[config.mk]
export PLATFORM = sky130hd
export DESIGN_NAME = mem_dump_reader_flat
export DESIGN_NICKNAME = d
export VERILOG_FILES = /design/src/rtl/mem_dump_reader_if.sv /design/src/rtl/mem_dump_reader.sv /design/src/flat_wrapper.sv
export SDC_FILE = /design/constraint.sdc
export NUM_CORES = 1
export LEC_CHECK = 0
export BUFFER_PORTS_ARGS = -buffer_cell sky130_fd_sc_hd__buf_2
export CAP_MARGIN = 20
export CORE_ASPECT_RATIO = 1.25
export CORE_MARGIN = 3
export CORE_UTILIZATION = 40
export CTS_BUF_LIST = sky130_fd_sc_hd__clkbuf_4 sky130_fd_sc_hd__clkbuf_8
export DETAILED_ROUTE_END_ITERATION = 10
export PLACE_DENSITY = 0.75
export RECOVER_POWER = 100
export SETUP_SLACK_MARGIN = 0.15
export SLEW_MARGIN = 20
export SYNTH_ARGS = -nofsm -noshare
export SYNTH_HDL_FRONTEND = slang
export SYNTH_SLANG_ARGS = --single-unit
[constraint.sdc]
create_clock -name clk -period 3.95 [get_ports clk]
set_input_delay 0.1975 -clock clk [delete_from_list [all_inputs] [get_ports clk]]
set_output_delay 0.1975 -clock clk [all_outputs]
set_load 0.01 [all_outputs]
[src/rtl/mem_dump_reader_if.sv]
// Memory read port and output byte stream of the dump reader.
//   mem_rd / mem_addr   : read strobe and address towards the data memory
//   mem_rdata           : read data, valid the cycle after mem_rd
//   out_valid / out_ready : stream handshake
//   out_data / out_addr : stream byte and the address it was read from
// master = dump reader side, slave = memory + stream consumer side.
interface mem_dump_reader_if #(
    parameter int ADDR_W = 8,
    parameter int DATA_W = 8
);
    logic              mem_rd;
    logic [ADDR_W-1:0] mem_addr;
    logic [DATA_W-1:0] mem_rdata;
    logic              out_valid;
    logic [DATA_W-1:0] out_data;
    logic [ADDR_W-1:0] out_addr;
    logic              out_ready;

    modport master (
        output mem_rd, mem_addr, out_valid, out_data, out_addr,
        input  mem_rdata, out_ready
    );

    modport slave (
        input  mem_rd, mem_addr, out_valid, out_data, out_addr,
        output mem_rdata, out_ready
    );
endinterface

[src/rtl/mem_dump_reader.sv]
// Reads a block of data memory and streams it out one byte at a time,
// tagging each byte with the address it came from.
// Ports:
//   clk        : clock, rising edge
//   reset      : asynchronous active-low reset
//   start      : dump request, only looked at while idle
//   start_addr : first address of the dump
//   length     : byte count 0..2^ADDR_W (larger values are clamped)
//   bus        : memory read port + output stream (mem_dump_reader_if.master)
//   busy       : high whenever not idle
//   done       : one-cycle pulse at the end of each dump
//
// state   | meaning
// --------+-----------------------------------------------
// IDLE    | waiting for start
// READ    | mem_rd asserted for the current address
// CAPTURE | memory data arrives, loaded into the output
// HOLD    | byte offered downstream until accepted
// FINISH  | done pulse, back to IDLE
module mem_dump_reader #(
    parameter int ADDR_W = 8,
    parameter int DATA_W = 8
) (
    input  logic                clk,
    input  logic                reset,
    input  logic                start,
    input  logic [ADDR_W-1:0]   start_addr,
    input  logic [ADDR_W:0]     length,
    mem_dump_reader_if.master   bus,
    output logic                busy,
    output logic                done
);

    typedef enum logic [2:0] {
        S_IDLE,
        S_READ,
        S_CAPTURE,
        S_HOLD,
        S_FINISH
    } state_t;

    localparam logic [ADDR_W:0] MAX_LEN = {1'b1, {ADDR_W{1'b0}}};

    state_t            state;
    state_t            state_nxt;
    logic [ADDR_W-1:0] addr;
    logic [ADDR_W:0]   remaining;
    logic              out_valid_q;
    logic [DATA_W-1:0] out_data_q;
    logic [ADDR_W-1:0] out_addr_q;
    logic [ADDR_W:0]   len_clamped;
    logic              xfer;
    logic              mem_rd_c;

    assign len_clamped = (length > MAX_LEN) ? MAX_LEN : length;
    assign xfer        = out_valid_q && bus.out_ready;

    always_ff @(posedge clk or negedge reset) begin
        if (!reset) begin
            state <= S_IDLE;
        end else begin
            state <= state_nxt;
        end
    end

    always_comb begin
        state_nxt = state;
        mem_rd_c  = 1'b0;
        done      = 1'b0;
        busy      = 1'b1;
        case (state)
            S_IDLE: begin
                busy = 1'b0;
                if (start) begin
                    state_nxt = (length != '0) ? S_READ : S_FINISH;
                end
            end
            S_READ: begin
                mem_rd_c  = 1'b1;
                state_nxt = S_CAPTURE;
            end
            S_CAPTURE: begin
                state_nxt = S_HOLD;
            end
            S_HOLD: begin
                // remaining was already decremented when this byte was captured
                if (xfer) begin
                    state_nxt = (remaining != '0) ? S_READ : S_FINISH;
                end
            end
            S_FINISH: begin
                done      = 1'b1;
                state_nxt = S_IDLE;
            end
            default: begin
                state_nxt = S_IDLE;
            end
        endcase
    end

    always_ff @(posedge clk or negedge reset) begin
        if (!reset) begin
            addr        <= '0;
            remaining   <= '0;
            out_valid_q <= 1'b0;
            out_data_q  <= '0;
            out_addr_q  <= '0;
        end else begin
            case (state)
                S_IDLE: begin
                    if (start) begin
                        addr      <= start_addr;
                        remaining <= len_clamped;
                    end
                end
                S_CAPTURE: begin
                    out_data_q  <= bus.mem_rdata;
                    out_addr_q  <= addr;
                    out_valid_q <= 1'b1;
                    remaining   <= remaining - 1'b1;
                    addr        <= addr + 1'b1;
                end
                S_HOLD: begin
                    if (xfer) begin
                        out_valid_q <= 1'b0;
                    end
                end
                default: begin
                end
            endcase
        end
    end

    assign bus.mem_rd    = mem_rd_c;
    assign bus.mem_addr  = mem_rd_c ? addr : '0;
    assign bus.out_valid = out_valid_q;
    assign bus.out_data  = out_data_q;
    assign bus.out_addr  = out_addr_q;

endmodule

[src/flat_wrapper.sv]
// flat-port wrapper written by rule: the top's interface ports become plain ports
module mem_dump_reader_flat 
#(
    parameter int ADDR_W = 8,
    parameter int DATA_W = 8
)
  (clk, reset, start, start_addr, length, busy, done, bus_mem_rd, bus_mem_addr, bus_out_valid, bus_out_data, bus_out_addr, bus_mem_rdata, bus_out_ready);
  mem_dump_reader_if #(.ADDR_W(ADDR_W), .DATA_W(DATA_W)) bus_i ();
  input  logic clk;
  input  logic reset;
  input  logic start;
  input  logic [ADDR_W-1:0] start_addr;
  input  logic [ADDR_W:0] length;
  output logic busy;
  output logic done;
  output wire logic [$bits(bus_i.mem_rd)-1:0] bus_mem_rd;
  output wire logic [$bits(bus_i.mem_addr)-1:0] bus_mem_addr;
  output wire logic [$bits(bus_i.out_valid)-1:0] bus_out_valid;
  output wire logic [$bits(bus_i.out_data)-1:0] bus_out_data;
  output wire logic [$bits(bus_i.out_addr)-1:0] bus_out_addr;
  input wire logic [$bits(bus_i.mem_rdata)-1:0] bus_mem_rdata;
  input wire logic [$bits(bus_i.out_ready)-1:0] bus_out_ready;
  assign bus_mem_rd = bus_i.mem_rd;
  assign bus_mem_addr = bus_i.mem_addr;
  assign bus_out_valid = bus_i.out_valid;
  assign bus_out_data = bus_i.out_data;
  assign bus_out_addr = bus_i.out_addr;
  assign bus_i.mem_rdata = bus_mem_rdata;
  assign bus_i.out_ready = bus_out_ready;
  mem_dump_reader #(.ADDR_W(ADDR_W), .DATA_W(DATA_W)) u_core (.clk(clk), .reset(reset), .start(start), .start_addr(start_addr), .length(length), .bus(bus_i), .busy(busy), .done(done));
endmodule
==> impl_table.tex <==
\begin{tabular}{lr}
\hline
Metric & Value \\
\hline
\multicolumn{2}{l}{\textbf{CTS}} \\
\quad Clock latency of the later-clocked register in the worst-skew pair & between 0.2 and 0.3 ns \\
\quad Clock H-tree levels & 2 \\
\quad Sink Count & 37 \\
\quad TritonCTS clock tree & done \\
\quad Number of instances resized during post-cts repair & 0 \\
\quad CTS Hold Bufs & 0 \\
\quad Number of buffers inserted to repair setup after CTS & 0 \\
\quad Max Root-Sink Buffers & 2 \\
\quad Clock slew seen by the registers of the worst setup and hold paths & 0.08 ns \\
\quad Clock root buffer & clkbuf\_8 \\
\quad CTS buffer count & 5 \\
\multicolumn{2}{l}{\textbf{Place}} \\
\quad Port Buffers & 56 \\
\quad Total half-perimeter wirelength after legalization and detailed placement & around 3200 um \\
\quad Last weighted congestion value of the routability-driven placer & $\sim$0.84 \\
\multicolumn{2}{l}{\textbf{Synthesis}} \\
\quad Synthesis Warnings & 0 \\
\quad Post-synthesis cell type count & 40 \\
\quad Area fraction of the dominant cell type after synthesis & 0.494 \\
\quad Area contributors post-synth & dfrtp\_1 49\%, nand2\_1 13\%, a21oi\_1 3.7\% \\
\quad Average cell area after synthesis & 8.44 um\^{}2 \\
\quad Async set-reset flop share out of synthesis & 1.00 \\
\quad Syn Std Cell Area & between 1500 and 2000 um\^{}2 \\
\quad Cell taking the most area after synthesis & dfrtp\_1 \\
\quad Gate Count Post-Synth & around 220 \\
\quad Share of synthesized area occupied by flip-flops and latches & 0.494 \\
\quad Ys flop type & dfrtp\_1 \\
\quad Number of synthesized flops with an enable pin & 0 \\
\quad Net count of the mapped netlist & $\sim$250 \\
\quad Flip-flop and latch count after synthesis & 37 \\
\multicolumn{2}{l}{\textbf{STA}} \\
\quad Sum of negative setup slack & 0 ns \\
\quad Number of endpoints failing setup at the final stage & 0 \\
\quad Number of pins with negative max-slew slack in the final report & 53 \\
\quad Setup repair after global routing missed its margin & false \\
\quad Portion of the clock cycle consumed by the worst path in the final layout & 0.696 \\
\quad Post-route clock skew & between 0.005 and 0.006 ns \\
\quad Rel. slew slack & -0.310 \\
\quad Max Fclk & around 0.36 GHz \\
\quad Number of hold violations in the final report & 0 \\
\quad Transition time of the tightest slew-check pin & 1.96 ns \\
\quad Shortest clock period the worst path allows after layout & 2.75 ns \\
\multicolumn{2}{l}{\textbf{Pwr}} \\
\quad Clock Power Share & 0.192 \\
\quad Cell area power density & 630 nW/um\^{}2 \\
\quad Logic gate share of total power & 0.323 \\
\quad Worst VDD drop & slightly above 0.0003 V \\
\quad Pwr Total & about 1.4 mW \\
\quad Proportion of total power due to net switching & 0.391 \\
\quad P\_leak & 1.04 nW \\
\quad Portion of total power attributed to sequential cells & 0.484 \\
\quad Power spent charging and discharging nets & 0.554 mW \\
\quad Internal Power & approximately 0.86 mW \\
\multicolumn{2}{l}{\textbf{Flow run}} \\
\quad Max-cap violations & 2 \\
\multicolumn{2}{l}{\textbf{Die}} \\
\quad Starting utilization of the core area & 0.420 \\
\quad Die boundary width & between 60 and 70 um \\
\quad Height of the die & about 83 um \\
\quad Core outline area & approximately 4500 um\^{}2 \\
\quad Total Die Area & 5550 um\^{}2 \\
\quad Row cnt & 27 \\
\quad Count of pins on the block boundary & 57 \\
\multicolumn{2}{l}{\textbf{Global routing}} \\
\quad Via count of the first global-routing pass & roughly 1700 \\
\quad Antenna violations before repair & 0 \\
\quad Overall track demand over capacity in global routing & 0.176 \\
\quad Wire length of the first global-routing pass & about 7400 um \\
\quad Sum of overflow across all layers after global routing & 0 \\
\quad Maximum number of pins on one net before global-route repair & 38 \\
\multicolumn{2}{l}{\textbf{Detailed routing}} \\
\quad Via count of the routed design & approximately 1700 \\
\quad Detailed Route Iter0 Violations & about 160 \\
\quad Iteration count of the initial detailed-routing pass & 4 \\
\quad Detailed-route DRC error count & 0 \\
\quad Via-to-Cell Ratio & roughly 5.2 \\
\quad Wirelength per Cell & 13.7 um \\
\quad Total length of routed wires & about 4600 um \\
\quad Post-DRT Antenna Nets & 0 \\
\multicolumn{2}{l}{\textbf{Critical path}} \\
\quad Crit end category & flip-flop \\
\quad Critical path type & flip-flop to flip-flop \\
\quad Peak fanout along the critical path & 19 \\
\quad Worst Path Arrival & just under 3 ns \\
\quad Launching element type of the critical path & flip-flop \\
\quad Worst EP required & just over 4 ns \\
\multicolumn{2}{l}{\textbf{Min path}} \\
\quad Class of the tightest hold or removal check & input pin to flip-flop \\
\multicolumn{2}{l}{\textbf{Finish}} \\
\quad Number of diodes & 0 \\
\quad Area growth from synthesis to layout & 20.1\% \\
\quad Fraction of layout instances using a drive strength above 1 & 0.168 \\
\quad Nets@finish & approximately 310 \\
\multicolumn{2}{l}{\textbf{Outcome}} \\
\quad Violations in the final reports & max-capacitance violations, max-slew violations \\
\quad Result of the run & finished, violations left \\
\hline
\end{tabular}
worst paths after layout:
kind,from,end,slack [ns],depth (start not counted)
min,bus_mem_rdata[7],u_core.bus.out_data[7],0.1,3
max reg2reg,u_core.state[1],u_core.addr[5],1.20,5
max,u_core.state[1],u_core.addr[5],1.20,5
max in group asynchronous,reset,u_core.bus.out_addr[7],2.37,1
min in group asynchronous,reset,u_core.bus.out_data[5],0.45,1
min reg2reg,u_core.bus.out_addr[3],u_core.bus.out_addr[3],0.48,2
layout make-up:
type | instances | area, um^2
Sequential cell | 37 | 926
Clock inverter | 1 | 7.51
Tap cell | 58 | 72.6
Timing Repair Buffer | 58 | 269
Multi-Input combinational cell | 168 | 878
Inverter | 4 | 15.0
Clock buffer | 6 | 82.6
Fill cell | 471 | 2210
stage by stage:
stage | cell area [um^2] | std cells | util | worst slack [ns] | hold slack, ns
after floorplan | 1870 | 222 | - | 1.97 | -0.0981
after global placement | 2200 | 325 | 0.492 | 1.94 | 0.341
after detailed placement | 2200 | 325 | 0.492 | 1.84 | 0.340
after CTS | 2290 | 332 | 0.513 | 1.69 | 0.0302
after global routing | 2250 | 332 | 0.505 | 0.923 | 0.0939
final | 2250 | 332 | 0.505 | 1.20 | 0.0965
cell families (layout without fill, tap and decap cells):
| group | Yosys count | in the layout | synth area share |
|---|---|---|---|
| fa+ha+maj | 2 | 2 | 0.0133 |
| compound gates | 46 | 46 | 0.156 |
| simple gates | 119 | 119 | 0.296 |
| buf+inv | 17 | 69 | 0.0354 |
| flops | 37 | 37 | 0.494 |
| xor+xnor | 1 | 1 | 0.00467 |
sequential cells by signal (all words and copies together), names as in the netlist:
| signal | flops |
|---|---|
| u_core.bus.out_valid | 1 |
| u_core.remaining | 9 |
| u_core.bus.out_data | 8 |
| u_core.addr | 8 |
| u_core.bus.out_addr | 8 |
| u_core.state | 3 |
placed cells by master (no fill, tap or decap), types with 2 or more instances in the layout:
cell	Yosys	layout
nor3b_1	4	4
or3_1	3	3
inv_1	4	4
o21ai_0	11	11
clkbuf_1	11	21
buf_4	0	2
nor4_1	3	3
ha_1	2	2
and2_0	0	8
buf_2	2	35
a31oi_1	3	3
dfrtp_1	37	37
nand3_1	6	6
nor2_1	15	15
clkbuf_8	0	6
o22ai_1	2	2
a21oi_1	14	14
a211oi_1	3	3
nand2_1	63	63
a221o_1	2	2
o311ai_0	2	2
nor3_1	6	6
worst max-delay path, stage by stage, from the launching register on:
cell and delay (ns):
dfrtp_1 0.51, nor3b_1 1.35, buf_4 0.42, o21ai_0 0.13, a21oi_1 0.17, a21oi_1 0.06
layer usage:
metal	routed length, um	track usage	share of wire
met4	74	0.0710	0.016
met1	2050	0.219	0.45
met2	2130	0.290	0.47
met5	0	0	0
met3	303	0.0460	0.066
power by group through the flow:
| stage | combinational, mW | clock (mW) | sequential (mW) |
|---|---|---|---|
| floorplan | 0.286 | 0 | 0.694 |
| global placement | 0.476 | 0 | 0.687 |
| detailed placement | 0.492 | 0 | 0.689 |
| CTS | 0.492 | 0.277 | 0.684 |
| global route | 0.529 | 0.296 | 0.710 |
| finish | 0.459 | 0.273 | 0.687 |
cell usage after synthesis (2+ instances only):
cell type	instances
nor4_1	3
a31oi_1	3
a211oi_1	3
ha_1	2
o21ai_0	11
and2_1	9
nand3_1	6
nand2_1	63
nor2_1	15
nor3b_1	4
nor3_1	6
o311ai_0	2
a221o_1	2
clkbuf_1	11
a21oi_1	14
dfrtp_1	37
buf_2	2
or3_1	3
o22ai_1	2
inv_1	4
Power figures use the tool's default switching activity.
